<file path="config.mk">
export PLATFORM = sky130hd
export DESIGN_NAME = e203_ifu_bht_arb
export DESIGN_NICKNAME = d
export VERILOG_FILES = /design/src/rtl/e203_ifu_bht_arb_pkg.sv /design/src/rtl/sirv_gnrl_fifo.sv /design/src/rtl/e203_ifu_bht_arb.sv
export SDC_FILE = /design/constraint.sdc
export NUM_CORES = 1
export LEC_CHECK = 0
export BUFFER_PORTS_ARGS = -buffer_cell sky130_fd_sc_hd__buf_2
export CAP_MARGIN = 20
export CORE_MARGIN = 1
export CORE_UTILIZATION = 40
export CTS_BUF_LIST = sky130_fd_sc_hd__clkbuf_2
export DETAILED_ROUTE_END_ITERATION = 7
export HOLD_SLACK_MARGIN = 0.06
export PLACE_DENSITY_LB_ADDON = 0.08
export SLEW_MARGIN = 20
export SYNTH_ARGS = -nofsm -noshare
export SYNTH_HDL_FRONTEND = slang
export SYNTH_HIERARCHICAL = 1
export SYNTH_SLANG_ARGS = --single-unit
</file>
<file path="constraint.sdc">
create_clock -name clk -period 2.6 [get_ports clk]
set_clock_uncertainty 0.15 [all_clocks]
set_input_delay 0.26 -clock clk [delete_from_list [all_inputs] [get_ports clk]]
set_output_delay 0.26 -clock clk [all_outputs]
set_load 0.1 [all_outputs]
</file>
<file path="src/rtl/e203_ifu_bht_arb_pkg.sv">
// Shared types and constants for the IFU branch-history-table port arbiter.
package e203_ifu_bht_arb_pkg;

   localparam int unsigned E203_PC_SIZE     = 32;
   localparam int unsigned E203_BHT_IDX_W   = 6;
   localparam int unsigned E203_BHT_FIFO_DP = 4;

   // 2-bit branch counter states
   typedef enum logic [1:0] {
      BHT_SNT = 2'd0,
      BHT_WNT = 2'd1,
      BHT_WT  = 2'd2,
      BHT_ST  = 2'd3
   } bht_cnt_e;

   // Read-modify-write sequencer states
   typedef enum logic [1:0] {
      UPD_IDLE,
      UPD_RD,
      UPD_CAP,
      UPD_WR
   } upd_state_e;

   // Saturating 2-bit counter step toward the resolved outcome
   function automatic logic [1:0] bht_sat(input logic [1:0] cnt, input logic taken);
      logic [1:0] res;
      res = cnt;
      if (taken && (cnt != BHT_ST)) begin
         res = cnt + 2'd1;
      end else if (!taken && (cnt != BHT_SNT)) begin
         res = cnt - 2'd1;
      end
      return res;
   endfunction

endpackage

</file>
<file path="src/rtl/sirv_gnrl_fifo.sv">
// Generic flop-based FIFO; CUT_READY=1 makes i_rdy depend only on registered occupancy.
module sirv_gnrl_fifo #(
   parameter int unsigned CUT_READY = 0,
   parameter int unsigned DP        = 8,
   parameter int unsigned DW        = 32
) (
   input  logic          clk,
   input  logic          rst_n,
   input  logic          i_vld,
   output logic          i_rdy,
   input  logic [DW-1:0] i_dat,
   output logic          o_vld,
   input  logic          o_rdy,
   output logic [DW-1:0] o_dat
);

   localparam int unsigned AW = (DP > 1) ? $clog2(DP) : 1;
   localparam int unsigned CW = $clog2(DP + 1);

   logic [DW-1:0] mem_q [DP];
   logic [AW-1:0] wptr_q, wptr_d;
   logic [AW-1:0] rptr_q, rptr_d;
   logic [CW-1:0] cnt_q, cnt_d;
   logic          full;
   logic          push;
   logic          pop;

   assign full = (cnt_q == CW'(DP));

   generate
      if (CUT_READY != 0) begin : g_cut
         assign i_rdy = !full;
      end else begin : g_pass
         assign i_rdy = !full || o_rdy;
      end
   endgenerate

   assign o_vld = (cnt_q != '0);
   assign o_dat = mem_q[rptr_q];
   assign push  = i_vld && i_rdy;
   assign pop   = o_vld && o_rdy;

   // Pointer and occupancy next-state
   always_comb begin
      wptr_d = wptr_q;
      rptr_d = rptr_q;
      cnt_d  = cnt_q + CW'(push) - CW'(pop);
      if (push) begin
         wptr_d = (wptr_q == AW'(DP - 1)) ? '0 : wptr_q + AW'(1);
      end
      if (pop) begin
         rptr_d = (rptr_q == AW'(DP - 1)) ? '0 : rptr_q + AW'(1);
      end
   end

   // Pointer and occupancy registers
   always_ff @(posedge clk or negedge rst_n) begin
      if (!rst_n) begin
         wptr_q <= '0;
         rptr_q <= '0;
         cnt_q  <= '0;
      end else begin
         wptr_q <= wptr_d;
         rptr_q <= rptr_d;
         cnt_q  <= cnt_d;
      end
   end

   // Payload storage; contents are meaningless while the slot is empty
   always_ff @(posedge clk) begin
      if (push) begin
         mem_q[wptr_q] <= i_dat;
      end
   end

endmodule

</file>
<file path="src/rtl/e203_ifu_bht_arb.sv">
// Branch-history-table port arbiter: lookups from the IFU share the single
// table port with queued read-modify-write counter updates from commit.
module e203_ifu_bht_arb
   import e203_ifu_bht_arb_pkg::*;
#(
   parameter int unsigned IDX_W      = E203_BHT_IDX_W,
   parameter int unsigned FIFO_DP    = E203_BHT_FIFO_DP,
   parameter int unsigned STARVE_MAX = 3
) (
   input  logic                    clk,
   input  logic                    rst_n,
   input  logic                    lkup_vld,
   input  logic [E203_PC_SIZE-1:0] lkup_pc,
   output logic                    lkup_rdy,
   output logic                    lkup_rsp_vld,
   output logic                    lkup_rsp_taken,
   input  logic                    upd_vld,
   input  logic [E203_PC_SIZE-1:0] upd_pc,
   input  logic                    upd_taken,
   output logic                    upd_rdy,
   output logic                    tbl_cs,
   output logic                    tbl_we,
   output logic [IDX_W-1:0]        tbl_addr,
   output logic [1:0]              tbl_wdata,
   input  logic [1:0]              tbl_rdata
);

   localparam int unsigned SW = (STARVE_MAX > 0) ? $clog2(STARVE_MAX + 1) : 1;

   upd_state_e     state_q, state_d;
   logic [SW-1:0]  starve_q, starve_d;
   logic [1:0]     cnt_q, cnt_d;
   logic           rsp_vld_q, rsp_vld_d;

   logic           fifo_i_rdy;
   logic           fifo_o_vld;
   logic           fifo_o_rdy;
   logic [IDX_W:0] fifo_o_dat;
   logic [IDX_W-1:0] head_idx;
   logic           head_taken;
   logic           upd_push;
   logic           upd_req;
   logic           upd_force;
   logic           lkup_gnt;
   logic           upd_gnt;
   logic           unused_pc_bits;

   assign unused_pc_bits = ^{lkup_pc[E203_PC_SIZE-1:IDX_W+1], lkup_pc[0],
                             upd_pc[E203_PC_SIZE-1:IDX_W+1], upd_pc[0]};

   sirv_gnrl_fifo #(
      .CUT_READY (1),
      .DP        (FIFO_DP),
      .DW        (IDX_W + 1)
   ) u_upd_fifo (
      .clk   (clk),
      .rst_n (rst_n),
      .i_vld (upd_vld),
      .i_rdy (fifo_i_rdy),
      .i_dat ({upd_pc[IDX_W:1], upd_taken}),
      .o_vld (fifo_o_vld),
      .o_rdy (fifo_o_rdy),
      .o_dat (fifo_o_dat)
   );

   assign upd_rdy        = fifo_i_rdy;
   assign upd_push       = upd_vld && fifo_i_rdy;
   assign head_idx       = fifo_o_dat[IDX_W:1];
   assign head_taken     = fifo_o_dat[0];
   assign lkup_rsp_vld   = rsp_vld_q;
   assign lkup_rsp_taken = tbl_rdata[1];

   // Port arbitration and table drive
   always_comb begin
      upd_req   = (state_q == UPD_RD) || (state_q == UPD_WR);
      upd_force = (starve_q == SW'(STARVE_MAX));
      lkup_rdy  = !(lkup_vld && upd_req && upd_force);
      lkup_gnt  = lkup_vld && lkup_rdy;
      upd_gnt   = upd_req && !lkup_gnt;
      tbl_cs    = 1'b0;
      tbl_we    = 1'b0;
      tbl_addr  = '0;
      tbl_wdata = '0;
      if (lkup_gnt) begin
         tbl_cs   = 1'b1;
         tbl_addr = lkup_pc[IDX_W:1];
      end else if (upd_gnt) begin
         tbl_cs   = 1'b1;
         tbl_addr = head_idx;
         if (state_q == UPD_WR) begin
            tbl_we    = 1'b1;
            tbl_wdata = bht_sat(cnt_q, head_taken);
         end
      end
   end

   // Update sequencer next-state and starvation counting
   always_comb begin
      state_d    = state_q;
      starve_d   = starve_q;
      cnt_d      = cnt_q;
      fifo_o_rdy = 1'b0;
      rsp_vld_d  = lkup_gnt;
      unique case (state_q)
         UPD_IDLE: begin
            starve_d = '0;
            // A push into an empty queue starts the read in the very next cycle
            if (fifo_o_vld || upd_push) begin
               state_d = UPD_RD;
            end
         end
         UPD_RD: begin
            if (upd_gnt) begin
               state_d  = UPD_CAP;
               starve_d = '0;
            end else if (!upd_force) begin
               starve_d = starve_q + SW'(1);
            end
         end
         UPD_CAP: begin
            cnt_d   = tbl_rdata;
            state_d = UPD_WR;
         end
         UPD_WR: begin
            if (upd_gnt) begin
               fifo_o_rdy = 1'b1;
               state_d    = UPD_IDLE;
               starve_d   = '0;
            end else if (!upd_force) begin
               starve_d = starve_q + SW'(1);
            end
         end
         default: begin
            state_d = UPD_IDLE;
         end
      endcase
   end

   // Sequencer, starvation, captured counter and response registers
   always_ff @(posedge clk or negedge rst_n) begin
      if (!rst_n) begin
         state_q   <= UPD_IDLE;
         starve_q  <= '0;
         cnt_q     <= '0;
         rsp_vld_q <= 1'b0;
      end else begin
         state_q   <= state_d;
         starve_q  <= starve_d;
         cnt_q     <= cnt_d;
         rsp_vld_q <= rsp_vld_d;
      end
   end

endmodule

</file>
==> flow_metrics.tcl, run 1 <==
set metrics [dict create \
    status "finished, final reports clean" \
    wl_per_cell_um 15.0 \
    yosys.area_share.simple_pct 8.58 \
    crit_buf_inv 2 \
    ys_ff_latch 42 \
    synth_top_family_by_area "adder cells" \
    grt_max_degree 15 \
    place_inst 241 \
    tightest_slew_ns 0.489 \
    synth-warning-count 6 \
    synth_top_area_share_pct 40.3 \
    cp-start-kind "register" \
    grt_usage_pct 16.6 \
    clk_pin_slew_worst_paths_ns 0.21 \
    rsz0062_at_grt "true" \
    die-area_um2 5510 \
    synth_xor_xnor_area_share_pct 1.26 \
    via_per_inst 4.84 \
    period_share_pct 95.8 \
    root_buffer "clkbuf_2" \
    io_pins 85 \
    num_rows 25 \
    hold_path_class "in -> async" \
    power.density_nw_per_um2 1140 \
    max_stage_delay_ns 0.47 \
    cap_violations 0 \
    cts.sink_count 42 \
    synthTopCellsByCount "edfxtp_1 (28), ha_1 (17), dfrtp_1 (14), inv_1 (14), mux4_2 (7)" \
    seq_area_frac_synth_pct 57.1 \
    p_leak_nw 1.16 \
    synth_edf_count 28 \
    post-synth-top-count-cell "edfxtp_1" \
    clockBufferDepth 2 \
    syn_area_um2 2090 \
    cpLargestDelayFamily "compound AO/OA/AOI/OAI gates" \
    initial_utilization_pct 42.7 \
    htreeDepth 2 \
    synth_cells 141 \
    firstDrtPassIters 4 \
    synth_area_leaders "edfxtp_1 (40%), dfrtp_1 (17%), ha_1 (10%), mux4_2 (7.6%), inv_1 (2.5%)" \
    slew_headroom_pct 67.6 \
    finish.instance_area_um2 2710 \
    irDropWorstVdd_v 0.000548 \
    yosysUniqueCellTypes 36 \
    fmax_mhz 402 \
    critPathArrivalTime_ns 2.08 \
    avgSynthCellArea_um2 14.8 \
    cts_tree "yes" \
    setup_viol 0 \
    areaGrowthSynthToFinish_pct 29.9 \
    antenna_found_initial 0 \
    hold_viol 0 \
    numCtsBuffers 5 \
    period_needed_ns 2.49 \
    clk_latency_ns 0.39 \
    first_global_vias 1357 \
    muxShareOfSynthArea_pct 10.3 \
    slowest_stage "dfrtp_1" \
    synth_top_cell_by_area "edfxtp_1" \
    drive_above_1_share_pct 37.4 \
    die_w_um 74.2 \
    critPathCaptureType "primary output" \
    grt_overflow 0 \
    m1WireLength_um 1740 \
    die_h_um 74.2 \
    critical_path.cell_chain "inv_2 > ha_2 > or2_4 > a21boi_4 > a22o_1 > buf_12" \
    crit_fanout 7 \
    routed-wl-met3_um 128 \
    placed_area_um2 2450 \
    first_iter_violations 57 \
    diodes 0 \
    drv_slew 0 \
    vias 1283 \
    coreArea_um2 4880 \
    fin_cells 265 \
    wl_met2_um 2050 \
    crit_type "reg -> out" \
    synth-compound-area-share_pct 7.20 \
    routed.top_layer "met4" \
    dpl.hpwl_um 2880 \
    io_buffers 32 \
    grt_pass1_wl_um 6470 \
    drc 0 \
    ys_async_sr_fraction_pct 33.3 \
    fin_nets 286 \
    totalWireLength_um 3980 \
    synth_fa_ha_area_share_pct 11.2 \
    synth_flop_cell "edfxtp_1" \
    syn-num-nets 230 \
    cp.required_ns 2.19 \
    antenna_left 0 \
    finalWeightedCongestion 0.682 \
]
## final timing paths
kind,slack [ns],from,cells after the start,end
max,0.11,state_q[1],6,tbl_addr[3]
min,0.10,rst_n,2,lkup_rsp_vld
max reg2reg,0.14,starve_q[0],13,u_upd_fifo/cnt_q[2]
min reg2reg,0.42,u_upd_fifo/cnt_q[2],1,u_upd_fifo/cnt_q[2]
max in group asynchronous,1.94,rst_n,2,u_upd_fifo/rptr_q[1]
min in group clk,0.11,upd_vld,3,u_upd_fifo/wptr_q[0]
## metal layers
metal,global-route usage (%),vias to the layer above
met5,0,-
met4,5.66,0
met3,4.47,5
met2,28.4,21
met1,20.3,634
li1,-,623
## stage by stage
stage          total power, W  setup WS, ns  hold WS (ns)  util, %  TNS, ns
3_3_place_gp          0.00258         0.105        0.0255     50.2        0
2_1_floorplan         0.00224       -0.0511        -0.186        -  -0.0511
3_5_place_dp          0.00263        0.0584        0.0289     50.2        0
4_1_cts               0.00304      0.000629        0.0824     54.0        0
6_report              0.00310         0.110         0.103     55.5        0
5_1_grt               0.00333       -0.0315        0.0728     55.5  -0.0547
## placed cells by master, fill, tap and decap left out, types with 2 or more instances in the layout
master	count
a211o_1	2
a22o_1	6
and3_1	4
buf_12	7
buf_2	25
buf_4	11
clkbuf_2	6
dfrtp_1	13
dlygate4sd3_1	11
edfxtp_1	28
ha_1	13
ha_4	3
inv_1	13
mux2_2	2
mux2i_1	2
mux4_2	7
nand2_1	6
nand3_1	2
nor2_1	5
nor2b_1	2
nor4bb_1	2
o21ai_0	4
xnor2_1	3
## flip-flops by register name, summed over array words and instances, names as in the netlist
| signal | cells |
|---|---|
| state_q | 2 |
| cnt_q | 2 |
| u_upd_fifo/wptr_q | 2 |
| u_upd_fifo/cnt_q | 3 |
| lkup_rsp_vld | 1 |
| u_upd_fifo/rptr_q | 2 |
| u_upd_fifo/mem_q | 28 |
| starve_q | 2 |
## cell type report
class	count	area (µm²)
clock inverters	2	37.5
inverters	14	52.6
multi-input cells	80	856
repair buffers	54	458
clock buffers	6	30.0
well taps	67	83.8
fillers	420	2170
flip-flops and latches	42	1190
## what timing repair did
action	4_1_cts	5_1_grt
pin swaps	1	7
hold buffers	11	0
gates resized for setup	0	10
buffers inserted	1	4
endpoints found under the hold margin	45	0
setup endpoints to repair	6	8
## cell families after synthesis
| kind of cell | count (synthesis) |
|---|---|
| compound gates | 16 |
| xor+xnor | 3 |
| buf+inv | 19 |
| simple gates | 31 |
| flops | 42 |
| mux | 12 |
| fa+ha+maj | 18 |
## power breakdown
part,switching [W],internal (W),total [W]
registers,0.000167,0.000915,0.00108
logic,0.000937,0.000706,0.00164
clock network,0.000209,0.000166,0.000376
total,0.00131,0.00179,0.00310
(Power assumes the default switching activity.)
==> run 2, diff against run 1 <==
--- a/config.mk
+++ b/config.mk
@@ -11,9 +11,10 @@
 export CORE_UTILIZATION = 40
 export CTS_BUF_LIST = sky130_fd_sc_hd__clkbuf_2
 export DETAILED_ROUTE_END_ITERATION = 7
+export GPL_TIMING_DRIVEN = 0
 export HOLD_SLACK_MARGIN = 0.06
-export PLACE_DENSITY_LB_ADDON = 0.08
-export SLEW_MARGIN = 20
+export PLACE_DENSITY = 0.71
+export SLEW_MARGIN = 40
 export SYNTH_ARGS = -nofsm -noshare
 export SYNTH_HDL_FRONTEND = slang
 export SYNTH_HIERARCHICAL = 1
==> run 2 against run 1 <==
Design area up 0.92%; global-route usage down 1.3 points; via count up 3.4%; final cell count up 3.4%; die area unchanged; critical path depth unchanged; non-clock buffer count up 9; worst setup slack better by 0.0085 ns; worst hold slack better by 0.32 ns; critical endpoint is now tbl_wdata[0].
==> flow_metrics.tcl, run 2 (same netlist as run 1, synthesis figures left out) <==
set metrics [dict create \
    die_h_um 74.2 \
    cts.sink_count 42 \
    holdWs_ns 0.426 \
    clockBufferDepth 2 \
    dpl.hpwl_um 2450 \
    crit_buf_inv 2 \
    min_from "u_upd_fifo/cnt_q[2]" \
    cp-start-kind "register" \
    antenna_found_initial 0 \
    period_share_pct 95.5 \
    wl_per_cell_um 13.2 \
    irDropWorstVdd_v 0.000452 \
    min_delay_path_depth 1 \
    cpLargestDelayFamily "multiplexers" \
    period_needed_ns 2.48 \
    status "finished, final reports clean" \
    totalWireLength_um 3630 \
    coreArea_um2 4880 \
    critical_path.cell_chain "buf_6 > mux4_2 > mux2i_1 > xnor2_1 > nor2_2 > buf_12" \
    slowest_stage "mux4_2" \
    reg2reg_slack_ns 0.13 \
    tightest_slew_ns 0.490 \
    io_buffers 32 \
    finalPower_w 0.00303 \
    areaGrowthSynthToFinish_pct 31.1 \
    max_stage_delay_ns 0.53 \
    reg2reg_from "u_upd_fifo/cnt_q[1]" \
    first_global_vias 1286 \
    fin_cells 274 \
    hold_path_class "reg -> reg" \
    htreeDepth 2 \
    drc 0 \
    top_register "u_upd_fifo/mem_q" \
    vias 1327 \
    first_iter_violations 63 \
    grt_pass1_wl_um 6000 \
    cp.required_ns 2.19 \
    cts_tree "yes" \
    p_leak_nw 1.19 \
    clk_latency_ns 0.40 \
    finalWeightedCongestion 0.687 \
    drive_above_1_share_pct 40.6 \
    grt_overflow 0 \
    finish.instance_area_um2 2740 \
    hold_viol 0 \
    antenna_left 0 \
    grt_max_degree 15 \
    numCtsBuffers 5 \
    rsz0062_at_grt "true" \
    rr_worst_depth 10 \
    critPathArrivalTime_ns 2.07 \
    timing.rr.end "u_upd_fifo/cnt_q[2]" \
    via_per_inst 4.84 \
    diodes 0 \
    largest_registers "u_upd_fifo/mem_q: 28 flops, u_upd_fifo/cnt_q: 3 flops" \
    clk_pin_slew_worst_paths_ns 0.21 \
    die_w_um 74.2 \
    hold_end "u_upd_fifo/cnt_q[2]" \
    fmax_mhz 403 \
    grt_usage_pct 15.2 \
    firstDrtPassIters 4 \
    setup_viol 0 \
    layout_common_cells "edfxtp_1 (28), buf_2 (25), buf_4 (16)" \
    slew_headroom_pct 67.6 \
    placed_area_um2 2340 \
    crit_fanout 3 \
    fin_nets 295 \
    die-area_um2 5510 \
    critPathCaptureType "primary output" \
    root_buffer "clkbuf_2" \
    largest_reg_flops 28 \
    num_rows 25 \
    place_inst 240 \
    fin_setup_tns_ns 0 \
    drv_slew 0 \
    power.density_nw_per_um2 1110 \
    initial_utilization_pct 42.7 \
    crit_type "reg -> out" \
    cap_violations 0 \
    num-fill-cells 421 \
    final_common_cell "edfxtp_1" \
    io_pins 85 \
]
## run 2: cell types whose count changed in the layout (fill, tap and decap cells not counted), sizes merged
cell / delta
buf: +7
dlygate4sd3: +2
bufinv: -1
clkbuf: -1
clkinv: +2
## run 2: per-stage QoR
| stage | utilization, % | setup slack (ns) |
|---|---|---|
| 6_report | 56.1 | 0.118 |
| 5_1_grt | 56.1 | -0.0431 |
| 4_1_cts | 54.5 | 0.00289 |
| 3_5_place_dp | 47.9 | -0.212 |
| 3_3_place_gp | 47.9 | -0.214 |
| 2_1_floorplan | - | -0.0511 |
## run 2: what timing repair did
item,4_1_cts,5_1_grt
hold buffers,12,1
buffers inserted,10,5
endpoints found under the setup margin,10,9
pin swaps,5,7
endpoints found under the hold margin,46,6
gates resized for setup,27,7
## run 2: final cells by class
class,count,area (µm²),share of cell area (%)
inverters,14,52.6,1.92
flip-flops and latches,42,1190,43.6
well taps,67,83.8,3.06
multi-input cells,80,862,31.5
plain buffers,3,30.0,1.10
repair buffers,60,468,17.1
clock inverters,3,21.3,0.778
clock buffers,5,25.0,0.915
## run 2: worst max path at each step
stage                         start             endpoint  slack, ns  cells past startpoint
3_5_place_dp            starve_q[0]  u_upd_fifo/cnt_q[2]      -0.21                     13
2_1_floorplan  u_upd_fifo/rptr_q[0]         tbl_wdata[1]      -0.05                      4
4_1_cts                  state_q[1]          tbl_addr[4]      0.003                      7
5_1_grt                 starve_q[1]  u_upd_fifo/cnt_q[2]      -0.04                     13
3_3_place_gp            starve_q[0]  u_upd_fifo/cnt_q[2]      -0.21                     13
6_report       u_upd_fifo/rptr_q[0]         tbl_wdata[0]       0.12                      6
## run 2: report_power, final
part	internal, W	switching, W
sequential	0.000914	0.000172
combinational	0.000740	0.000923
clock	0.0000659	0.000216
## run 2: worst register-to-register path: cells and delay by family (launching register included)
kind,cells,cell delay [ns]
adder cells (fa/ha/maj),3,0.70
AND/OR/NAND/NOR,2,0.49
XOR/XNOR,2,0.27
buffers and inverters,3,0.24
flip-flops,1,0.54
## run 2: per-layer routing
metal / part of all wire, % / global-route usage, %
met1: 44 / 18.4
met2: 51 / 25.7
met3: 4.0 / 5.28
met4: 1.0 / 5.03
met5: 0 / 0
